===== src/rtl/mac_rx_buffer_reader.sv =====
// rtl/mac_rx_buffer_reader.sv - MAC Rx packet buffer drain to valid/ready stream; RX_STATS_EN builds delivery counters
module mac_rx_buffer_reader #(
  parameter int ADDR_W  = 9,
  parameter int MAX_LEN = 1522
) (
  input  logic              clk,
  input  logic              reset,
  input  logic [ADDR_W:0]   commited_wr_address,
  output logic [ADDR_W:0]   rd_addr_extended,
  output logic [ADDR_W-1:0] rd_addr,
  output logic              rd_en,
  input  logic [63:0]       rd_data,
  output logic [63:0]       m_data,
  output logic [7:0]        m_keep,
  output logic              m_sop,
  output logic              m_eop,
  output logic [15:0]       m_len,
  output logic              m_valid,
  input  logic              m_ready,
  output logic              err_resync,
  output logic [31:0]       pkt_count,
  output logic [31:0]       byte_count
);
  localparam int PW = ADDR_W + 1;
  localparam logic [1:0] ST_IDLE   = 2'd0;
  localparam logic [1:0] ST_HDR    = 2'd1;
  localparam logic [1:0] ST_STREAM = 2'd2;

  typedef struct packed {
    logic [63:0] data;
    logic [7:0]  keep;
    logic        sop;
    logic        eop;
  } ent_t;

  logic [1:0]    state;
  logic [PW-1:0] c0, c1, commit_sync;
  logic [PW-1:0] rd_ptr, pkt_end, n_words, rd_cnt, rx_cnt, last_idx;
  logic [15:0]   len_q;
  logic [7:0]    keep_last;
  logic          in_flight;
  logic [1:0]    occ;
  ent_t          e0, e1, ent_new;
  logic [31:0]   hdr_len, hdr_words32;
  logic [7:0]    hdr_keep;
  logic          hdr_bad, have_data, pop, push, room, data_rd;
  logic [2:0]    pending;
  logic          unused_bits;

  // Header decode straight off the RAM port while in HDR
  assign hdr_len     = rd_data[63:32];
  assign hdr_words32 = (hdr_len + 32'd7) >> 3;
  assign hdr_bad     = (hdr_len == 32'd0) || (hdr_len > 32'(MAX_LEN));
  assign hdr_keep    = (hdr_len[2:0] == 3'd0) ? 8'hFF : ((8'd1 << hdr_len[2:0]) - 8'd1);
  assign unused_bits = ^{rd_data[31:0], hdr_words32[31:PW]};

  // Read scheduling: the first data read is issued in HDR so data lands 3 cycles after IDLE
  assign have_data = (rd_ptr != commit_sync);
  assign pop       = m_valid && m_ready;
  assign push      = in_flight;
  assign pending   = {1'b0, occ} + {2'b0, in_flight} - {2'b0, pop};
  assign room      = (pending < 3'd2);
  assign data_rd   = have_data &&
                     (((state == ST_HDR) && !hdr_bad) ||
                      ((state == ST_STREAM) && (rd_cnt != n_words) && room));
  assign rd_en     = ((state == ST_IDLE) && have_data) || data_rd;
  assign rd_addr   = rd_ptr[ADDR_W-1:0];
  assign last_idx  = n_words - PW'(1);

  // Tag each arriving word with its position in the packet
  always_comb begin
    ent_new      = '0;
    ent_new.data = rd_data;
    ent_new.sop  = (rx_cnt == '0);
    ent_new.eop  = (rx_cnt == last_idx);
    ent_new.keep = (rx_cnt == last_idx) ? keep_last : 8'hFF;
  end

  assign m_valid = (occ != 2'd0);
  assign m_data  = e0.data;
  assign m_keep  = m_valid ? e0.keep : 8'h00;
  assign m_sop   = m_valid && e0.sop;
  assign m_eop   = m_valid && e0.eop;
  assign m_len   = (m_valid && e0.sop) ? len_q : 16'd0;

  // Two-flop commit pointer sync; load only when both stages agree
  always_ff @(posedge clk) begin
    if (reset) begin
      c0          <= '0;
      c1          <= '0;
      commit_sync <= '0;
    end else begin
      c0 <= commited_wr_address;
      c1 <= c0;
      if (c0 == c1) commit_sync <= c1;
    end
  end

  // Packet FSM, read pointer and freed pointer
  always_ff @(posedge clk) begin
    if (reset) begin
      state            <= ST_IDLE;
      rd_ptr           <= '0;
      rd_addr_extended <= '0;
      pkt_end          <= '0;
      n_words          <= '0;
      rd_cnt           <= '0;
      len_q            <= '0;
      keep_last        <= '0;
      err_resync       <= 1'b0;
      in_flight        <= 1'b0;
    end else begin
      err_resync <= 1'b0;
      in_flight  <= data_rd;
      if (rd_en) rd_ptr <= rd_ptr + PW'(1);
      case (state)
        ST_IDLE: begin
          if (have_data) state <= ST_HDR;
        end
        ST_HDR: begin
          if (hdr_bad) begin
            err_resync       <= 1'b1;
            rd_ptr           <= commit_sync;
            rd_addr_extended <= commit_sync;
            state            <= ST_IDLE;
          end else begin
            len_q     <= hdr_len[15:0];
            n_words   <= hdr_words32[PW-1:0];
            keep_last <= hdr_keep;
            pkt_end   <= rd_ptr + hdr_words32[PW-1:0];
            rd_cnt    <= PW'(data_rd);
            state     <= ST_STREAM;
          end
        end
        ST_STREAM: begin
          rd_cnt <= rd_cnt + PW'(data_rd);
          if (pop && m_eop) begin
            rd_addr_extended <= pkt_end;
            state            <= ST_IDLE;
          end
        end
        default: state <= ST_IDLE;
      endcase
    end
  end

  // Two-entry skid buffer; e0 is the head driving the stream
  always_ff @(posedge clk) begin
    if (reset) begin
      e0     <= '0;
      e1     <= '0;
      occ    <= 2'd0;
      rx_cnt <= '0;
    end else begin
      if (state == ST_HDR) rx_cnt <= '0;
      else if (push) rx_cnt <= rx_cnt + PW'(1);
      case ({push, pop})
        2'b10: begin
          if (occ == 2'd0) e0 <= ent_new;
          else e1 <= ent_new;
          occ <= occ + 2'd1;
        end
        2'b01: begin
          e0  <= e1;
          occ <= occ - 2'd1;
        end
        2'b11: begin
          if (occ == 2'd1) begin
            e0 <= ent_new;
          end else begin
            e0 <= e1;
            e1 <= ent_new;
          end
        end
        default: ;
      endcase
    end
  end

`ifdef RX_STATS_EN
  // Delivery counters, bumped once per completed packet
  always_ff @(posedge clk) begin
    if (reset) begin
      pkt_count  <= '0;
      byte_count <= '0;
    end else if (pop && m_eop) begin
      pkt_count  <= pkt_count + 32'd1;
      byte_count <= byte_count + {16'd0, len_q};
    end
  end
`else
  assign pkt_count  = 32'd0;
  assign byte_count = 32'd0;
`endif

endmodule


===== config.mk =====
export PLATFORM = sky130hd
export DESIGN_NAME = mac_rx_buffer_reader
export DESIGN_NICKNAME = d
export VERILOG_FILES = /design/src/rtl/mac_rx_buffer_reader.sv
export SDC_FILE = /design/constraint.sdc
export NUM_CORES = 1
export LEC_CHECK = 0
export CORE_MARGIN = 4
export CORE_UTILIZATION = 45
export CTS_CLUSTER_SIZE = 14
export DETAILED_ROUTE_END_ITERATION = 7
export PLACE_DENSITY = 0.71
export SLEW_MARGIN = 20
export SYNTH_ARGS = -nofsm -noshare
export SYNTH_HDL_FRONTEND = slang
export SYNTH_SLANG_ARGS = --single-unit

===== constraint.sdc =====
create_clock -name clk -period 5.51 [get_ports clk]
set_clock_uncertainty 0.15 [all_clocks]
set_input_delay 0.8265 -clock clk [delete_from_list [all_inputs] [get_ports clk]]
set_output_delay 0.8265 -clock clk [all_outputs]
set_load 0.005 [all_outputs]

==> out/summary.txt, run 1 <==
===============================================================================
First-pass GRT wire length                                              52.9 mm
Transition time at the pin with the least slew margin                  0.958 ns
Clock tree from TritonCTS                                                  done
Initial antenna violation count                                               3
Sink of the worst hold path                                            len_q[1]
Yosys warnings                                                                0
DIE AREA                                                            0.0312 mm^2
Reg2reg end                                                           rd_cnt[6]
Maximum fanout along the worst path                                          14
I/O pin cnt                                                                 253
Worst hold path cell count                                                    2
CTS Root Cell                                                      sky130_fd_sc_hd__clkbuf_16
Total number of vias                                                      10700
Worst setup EP type                                                 output port
Post-CTS Resized                                                              0
Starting density of the core                                              45.9%
Headroom to the max-slew limit                                            35.9%
Number of remaining DRC errors                                                0
Area added between synthesis and finish                                   18.0%
Clock transition at path regs                                           0.06 ns
Final period util                                                         87.5%
Max Clock Freq                                                          207 MHz
DR vias/cell                                                               5.31
Final wirelength                                                        33.4 mm
Row cnt                                                                      61
Cell area after synthesis                                           0.0128 mm^2
WP data required                                                        4.53 ns
Sequential area share after synthesis                                     41.9%
Post-synthesis cell type count                                               59
Routability congestion estimate                                           0.860
Setup repair after global routing missed its margin                          no
NumNets Final                                                              1718
Detailed-routing iteration count for the pre-antenna-repair pass              6
Run status                                                         finished, final reports clean
Max-capacitance violation count                                               0
CORE AREA                                                           0.0279 mm^2
Post-synthesis average cell area                                      8.19 um^2
Setup violation total in the final timing report                              0
Post-layout total power                                                 5.06 mW
Area contributors post-synth                                       sky130_fd_sc_hd__dfxtp_1 (42%), sky130_fd_sc_hd__buf_4 (8.0%), sky130_fd_sc_hd__nand2_1 (6.6%)
Setup Fix Bufs, Post-CTS                                                      0
Overall fraction of global-route tracks in use                            20.3%
Final setup TNS                                                            0 ns
Routed wirelength normalized by instance count                          16.5 um
Top-count cell post-synth                                          sky130_fd_sc_hd__dfxtp_1
Flop-to-flop setup slack                                                1.58 ns
Synth area leader                                                  sky130_fd_sc_hd__dfxtp_1
R2R cell count                                                               15
Port Buf Inserts                                                            188
Vertical die dimension                                                   177 um
Antenna-violating nets left                                                   0
Count of flip-flops with a built-in enable after synthesis                    0
Async SR Flop Fraction                                                       0%
Synthesis-stage register bit count                                          268
Half-perimeter wire length after placement                              22.8 mm
Maximum VDD drop                                                       0.186 mV
Number of clock buffers inserted by TritonCTS                                29
Launch point of the worst hold path                                    len_q[1]
Data arrival at the endpoint of the critical path                       3.85 ns
Synthesized instance count                                                 1564
Iter 0 DRT Violations                                                       817
Fin crit period                                                         4.82 ns
Class of the worst hold path                                       register to register
H-tree lvl count                                                              1
Maximum number of pins on one net before global-route repair                 80
Fraction of final layout cells sized beyond drive strength 1              5.43%
Number of hold-slack violations in the final timing report                    0
Vias in the first global route                                            10100
Synth cell count leaders                                           sky130_fd_sc_hd__dfxtp_1 (268), sky130_fd_sc_hd__nand2_1 (227), sky130_fd_sc_hd__nor2_1 (189)
Kind of launch point of the worst setup path                           register
Sinks on the clock net                                                      268
Primary flip-flop cell chosen by synthesis mapping                 sky130_fd_sc_hd__dfxtp_1
Setup Crit Path Kind                                               register to output port
Leakage Power                                                           5.46 nW
Clock insertion delay at the later pin of the skew report               0.53 ns
Buffers from clock root to sink, at most                                      3
Crit Reg-Reg Startpoint                                                  occ[1]
Share of the synthesized area in the top cell type                        41.9%
Die width                                                                177 um
Max-slew violations                                                           0
Cts hold-fix bufs                                                             0
Power per cell area                                                 335 mW/mm^2
Remaining global-route overflow                                               0
===============================================================================
stage by stage:
| step | area (um^2) | worst slack, ns | cells | hold slack (ns) | util, % |
|---|---|---|---|---|---|
| 2_1_floorplan | 13100 | 1.78 | 1627 | 0.282 | - |
| 3_3_place_gp | 14100 | 0.802 | 1962 | 0.290 | 50.6 |
| 3_5_place_dp | 14100 | 0.803 | 1962 | 0.294 | 50.6 |
| 4_1_cts | 15100 | 0.677 | 2015 | 0.303 | 53.9 |
| 5_1_grt | 15100 | 0.507 | 2021 | 0.320 | 54.2 |
| 6_report | 15100 | 0.687 | 2021 | 0.302 | 54.2 |
final cells by class:
cell class | count | area, um^2
Fill cell | 2559 | 12800
Multi-Input combinational cell | 1087 | 6180
Sequential cell | 268 | 5370
Timing Repair Buffer | 213 | 2110
Clock buffer | 46 | 880
Tap cell | 378 | 473
Inverter | 19 | 71.3
Clock inverter | 7 | 38.8
Antenna cell | 3 | 7.51
report_power, final:
part           internal, mW  leakage, nW  switching, mW
sequential             2.07         2.17          0.116
combinational         0.505         2.83          0.534
clock                  1.09        0.460          0.755
total                  3.66         5.46           1.40
sequential cells by signal, summed over array words and instances, names as in the netlist:
name,cells
occ,2
e1,74
c1,10
state,2
rx_cnt,10
err_resync,1
keep_last,8
rd_cnt,10
n_words,10
len_q,16
in_flight,1
rd_addr_extended,10
rd_ptr,10
e0,10
c0,10
m_data,64
pkt_end,10
commit_sync,10
worst max-delay path, cell delays in order (launching register included):
cell and delay (ns):
sky130_fd_sc_hd__dfxtp_1 0.39, sky130_fd_sc_hd__inv_1 0.10, sky130_fd_sc_hd__ha_1 0.18, sky130_fd_sc_hd__buf_4 0.19, sky130_fd_sc_hd__nor2b_1 0.20, sky130_fd_sc_hd__ha_1 0.26, sky130_fd_sc_hd__nand2b_1 0.15, sky130_fd_sc_hd__fa_1 0.39
sky130_fd_sc_hd__xnor2_1 0.25, sky130_fd_sc_hd__nand4b_1 0.22, sky130_fd_sc_hd__a21oi_1 0.39, sky130_fd_sc_hd__clkdlybuf4s50_1 0.59
layout by cell type (no fill, tap or decap), drive strengths merged, types with 19 or more instances in the layout:
cell and n:
nor2b 33, nor2 190, xor2 38, xnor2 46, buf 26, a21oi 106, nor3 76, clkbuf 46
a221oi 65, inv 20, o21ai 20, and2 19, a211oi 23, dfxtp 268, clkdlybuf4s50 187, ha 21
conb 64, nand2 227
logic make-up after synthesis:
kind of cell / count (synthesis) / synth area share (%)
AOI/OAI and AO/OA: 282 / 15.1
xor gates and xnor gates: 84 / 5.74
adders and majority gates: 23 / 2.36
buffers and inverters: 272 / 12.2
DFF: 268 / 41.9
muxes: 14 / 1.09
other: 1 / 0.0293
and+or+nand+nor: 620 / 21.6
worst max path at each step:
stage                     start        end  slack [ns]  depth (start not counted)
global route             occ[1]      rd_en        0.51                         11
floorplan           rd_data[42]  rd_cnt[6]        1.78                         12
detailed placement  rd_data[34]      rd_en        0.80                          7
CTS                      occ[1]      rd_en        0.68                         11
finish                   occ[1]      rd_en        0.69                         11
global placement        m_ready      rd_en        0.80                          9
layer usage:
metal,up-vias,global-route usage (%),share of wire (%)
met1,5064,26.9,43
met4,0,7.03,2.9
li1,5256,-,-
met5,-,0,0
met2,364,33.2,47
met3,57,3.95,7.1
(Power assumes the default switching activity.)
==> inputs of run 2 (changes only) <==
--- a/config.mk
+++ b/config.mk
@@ -5,11 +5,13 @@
 export SDC_FILE = /design/constraint.sdc
 export NUM_CORES = 1
 export LEC_CHECK = 0
-export CORE_MARGIN = 4
-export CORE_UTILIZATION = 45
+export CELL_PAD_IN_SITES_DETAIL_PLACEMENT = 0
+export CELL_PAD_IN_SITES_GLOBAL_PLACEMENT = 1
+export CORE_MARGIN = 2
+export CORE_UTILIZATION = 41
 export CTS_CLUSTER_SIZE = 14
 export DETAILED_ROUTE_END_ITERATION = 7
-export PLACE_DENSITY = 0.71
+export PLACE_DENSITY_LB_ADDON = 0.1
 export SLEW_MARGIN = 20
 export SYNTH_ARGS = -nofsm -noshare
 export SYNTH_HDL_FRONTEND = slang
==> out/summary.txt, run 2 (synthesis results as in run 1) <==
===============================================================================
Max Clock Freq                                                          196 MHz
Largest Register                                                             e1
Max-slew violations                                                           0
Hold_ws                                                                0.298 ns
Maximum VDD drop                                                       0.284 mV
Fin crit period                                                         5.09 ns
CTS Root Cell                                                      sky130_fd_sc_hd__clkbuf_16
Launch point of the worst hold path                                    len_q[7]
Maximum number of pins on one net before global-route repair                 86
Final design utilization                                                  49.7%
Worst slack, placed                                                    0.725 ns
Total instance count after detailed placement                              1977
NumNets Final                                                              1714
Post-CTS Resized                                                              0
Flop-to-flop setup slack                                                1.29 ns
Cell with the most instances on the worst path                     sky130_fd_sc_hd__ha_1
Clock insertion delay at the later pin of the skew report               0.57 ns
Worst hold path cell count                                                    2
CORE AREA                                                           0.0307 mm^2
Crit-path cells                                                    inv_1 -> ha_1 -> nor2b_1 -> buf_4 -> ha_1 -> nand2b_1 -> fa_1 -> xnor2_1 -> nand4b_1 -> a21oi_1 -> clkdlybuf4s50_1
Non-filler instance count after layout                                     2035
Most used cells in the layout excluding fill and tap cells         sky130_fd_sc_hd__dfxtp_1 (268), sky130_fd_sc_hd__nand2_1 (227), sky130_fd_sc_hd__nor2_1 (188)
First-pass GRT wire length                                              55.2 mm
Delay-heaviest family, CP                                           adder cells
I/O pin cnt                                                                 253
Sink of the worst hold path                                            len_q[7]
Sinks on the clock net                                                      268
Class of the worst hold path                                       register to register
Number of clock buffers inserted by TritonCTS                                30
Number of remaining DRC errors                                                0
Total number of vias                                                      10500
Headroom to the max-slew limit                                            31.7%
Run status                                                         finished, final reports clean
Maximum fanout along the worst path                                          14
Reg2reg end                                                           rd_cnt[6]
Setup violation total in the final timing report                              0
Antenna-violating nets left                                                   0
H-tree lvl count                                                              1
Fraction of final layout cells sized beyond drive strength 1              5.56%
Setup Crit Path Kind                                               register to output port
Setup Fix Bufs, Post-CTS                                                      0
Power per cell area                                                 348 mW/mm^2
Final worst slack                                                      0.419 ns
Post-layout total power                                                 5.30 mW
Most common cell after layout, fill and taps aside                 sky130_fd_sc_hd__dfxtp_1
Row cnt                                                                      64
Setup repair after global routing missed its margin                          no
Worst setup EP type                                                 output port
Post-Place Cell Area                                                0.0142 mm^2
Buffers from clock root to sink, at most                                      3
Routed wirelength normalized by instance count                          17.1 um
Transition time at the pin with the least slew margin                   1.02 ns
Final period util                                                         92.4%
Number of hold-slack violations in the final timing report                    0
DR vias/cell                                                               5.17
Remaining global-route overflow                                               0
WP data required                                                        4.53 ns
Starting density of the core                                              41.8%
Worst path bufs/invs                                                          3
Kind of launch point of the worst setup path                           register
Port Buf Inserts                                                            188
Initial antenna violation count                                               2
Final setup TNS                                                            0 ns
Clock transition at path regs                                           0.06 ns
Leakage Power                                                           5.49 nW
DIE AREA                                                            0.0327 mm^2
Final wirelength                                                        34.9 mm
Cts hold-fix bufs                                                             0
Overall fraction of global-route tracks in use                            20.5%
Total non-filler cell area in the finished layout                   0.0152 mm^2
Iter 0 DRT Violations                                                       685
Slowest stage cell on the critical path                            sky130_fd_sc_hd__clkdlybuf4s50_1
R2R cell count                                                               15
Half-perimeter wire length after placement                              22.8 mm
Max-capacitance violation count                                               0
Max FFs per register                                                         74
Die width                                                                181 um
Max stage delay on crit path                                            0.59 ns
Vertical die dimension                                                   181 um
Area added between synthesis and finish                                   18.9%
Clock tree from TritonCTS                                                  done
Crit Reg-Reg Startpoint                                                  occ[1]
Routability congestion estimate                                           0.799
Vias in the first global route                                             9822
Data arrival at the endpoint of the critical path                       4.11 ns
Detailed-routing iteration count for the pre-antenna-repair pass              4
===============================================================================
-- run 2: worst reg2reg max path, delay by kind of cell (launching register included) --
kind / cells / cell delay [ns]
simple gates: 5 / 1.06
flops: 1 / 0.35
compound gates: 2 / 0.36
buf+inv: 2 / 0.30
fa+ha+maj: 5 / 1.68
xor+xnor: 1 / 0.25
-- run 2: cell type report --
| class | count | area [um^2] |
|---|---|---|
| antenna | 2 | 5.00 |
| fill | 3011 | 15400 |
| clock inverter | 9 | 134 |
| sequential | 268 | 5370 |
| timing repair buffer | 208 | 2060 |
| inverter | 19 | 71.3 |
| clock buffer | 46 | 921 |
| tap | 396 | 495 |
| multi-input combinational | 1087 | 6190 |
-- run 2: worst max-delay path by stage --
stage | startpoint | end | slack (ns) | cells past startpoint
final | occ[1] | rd_en | 0.42 | 11
after floorplan | rd_data[42] | rd_cnt[6] | 1.78 | 12
after global routing | occ[1] | rd_en | 0.03 | 11
after global placement | rd_data[32] | rd_en | 0.78 | 7
after detailed placement | rd_data[32] | rd_en | 0.72 | 7
after CTS | occ[1] | rd_en | 0.38 | 11
-- run 2: power breakdown --
group	internal (mW)	switching (mW)
Combinational	0.497	0.532
Clock	1.28	0.814
Sequential	2.07	0.110
Total	3.85	1.46
-- run 2: routing by layer --
| layer | vias to the layer above | wire length, um | track usage (%) |
|---|---|---|---|
| li1 | 5256 | - | - |
| met1 | 4943 | 16200 | 28.3 |
| met2 | 281 | 15600 | 31.9 |
| met3 | 50 | 2170 | 4.80 |
| met4 | 0 | 974 | 5.97 |
| met5 | - | 0 | 0 |
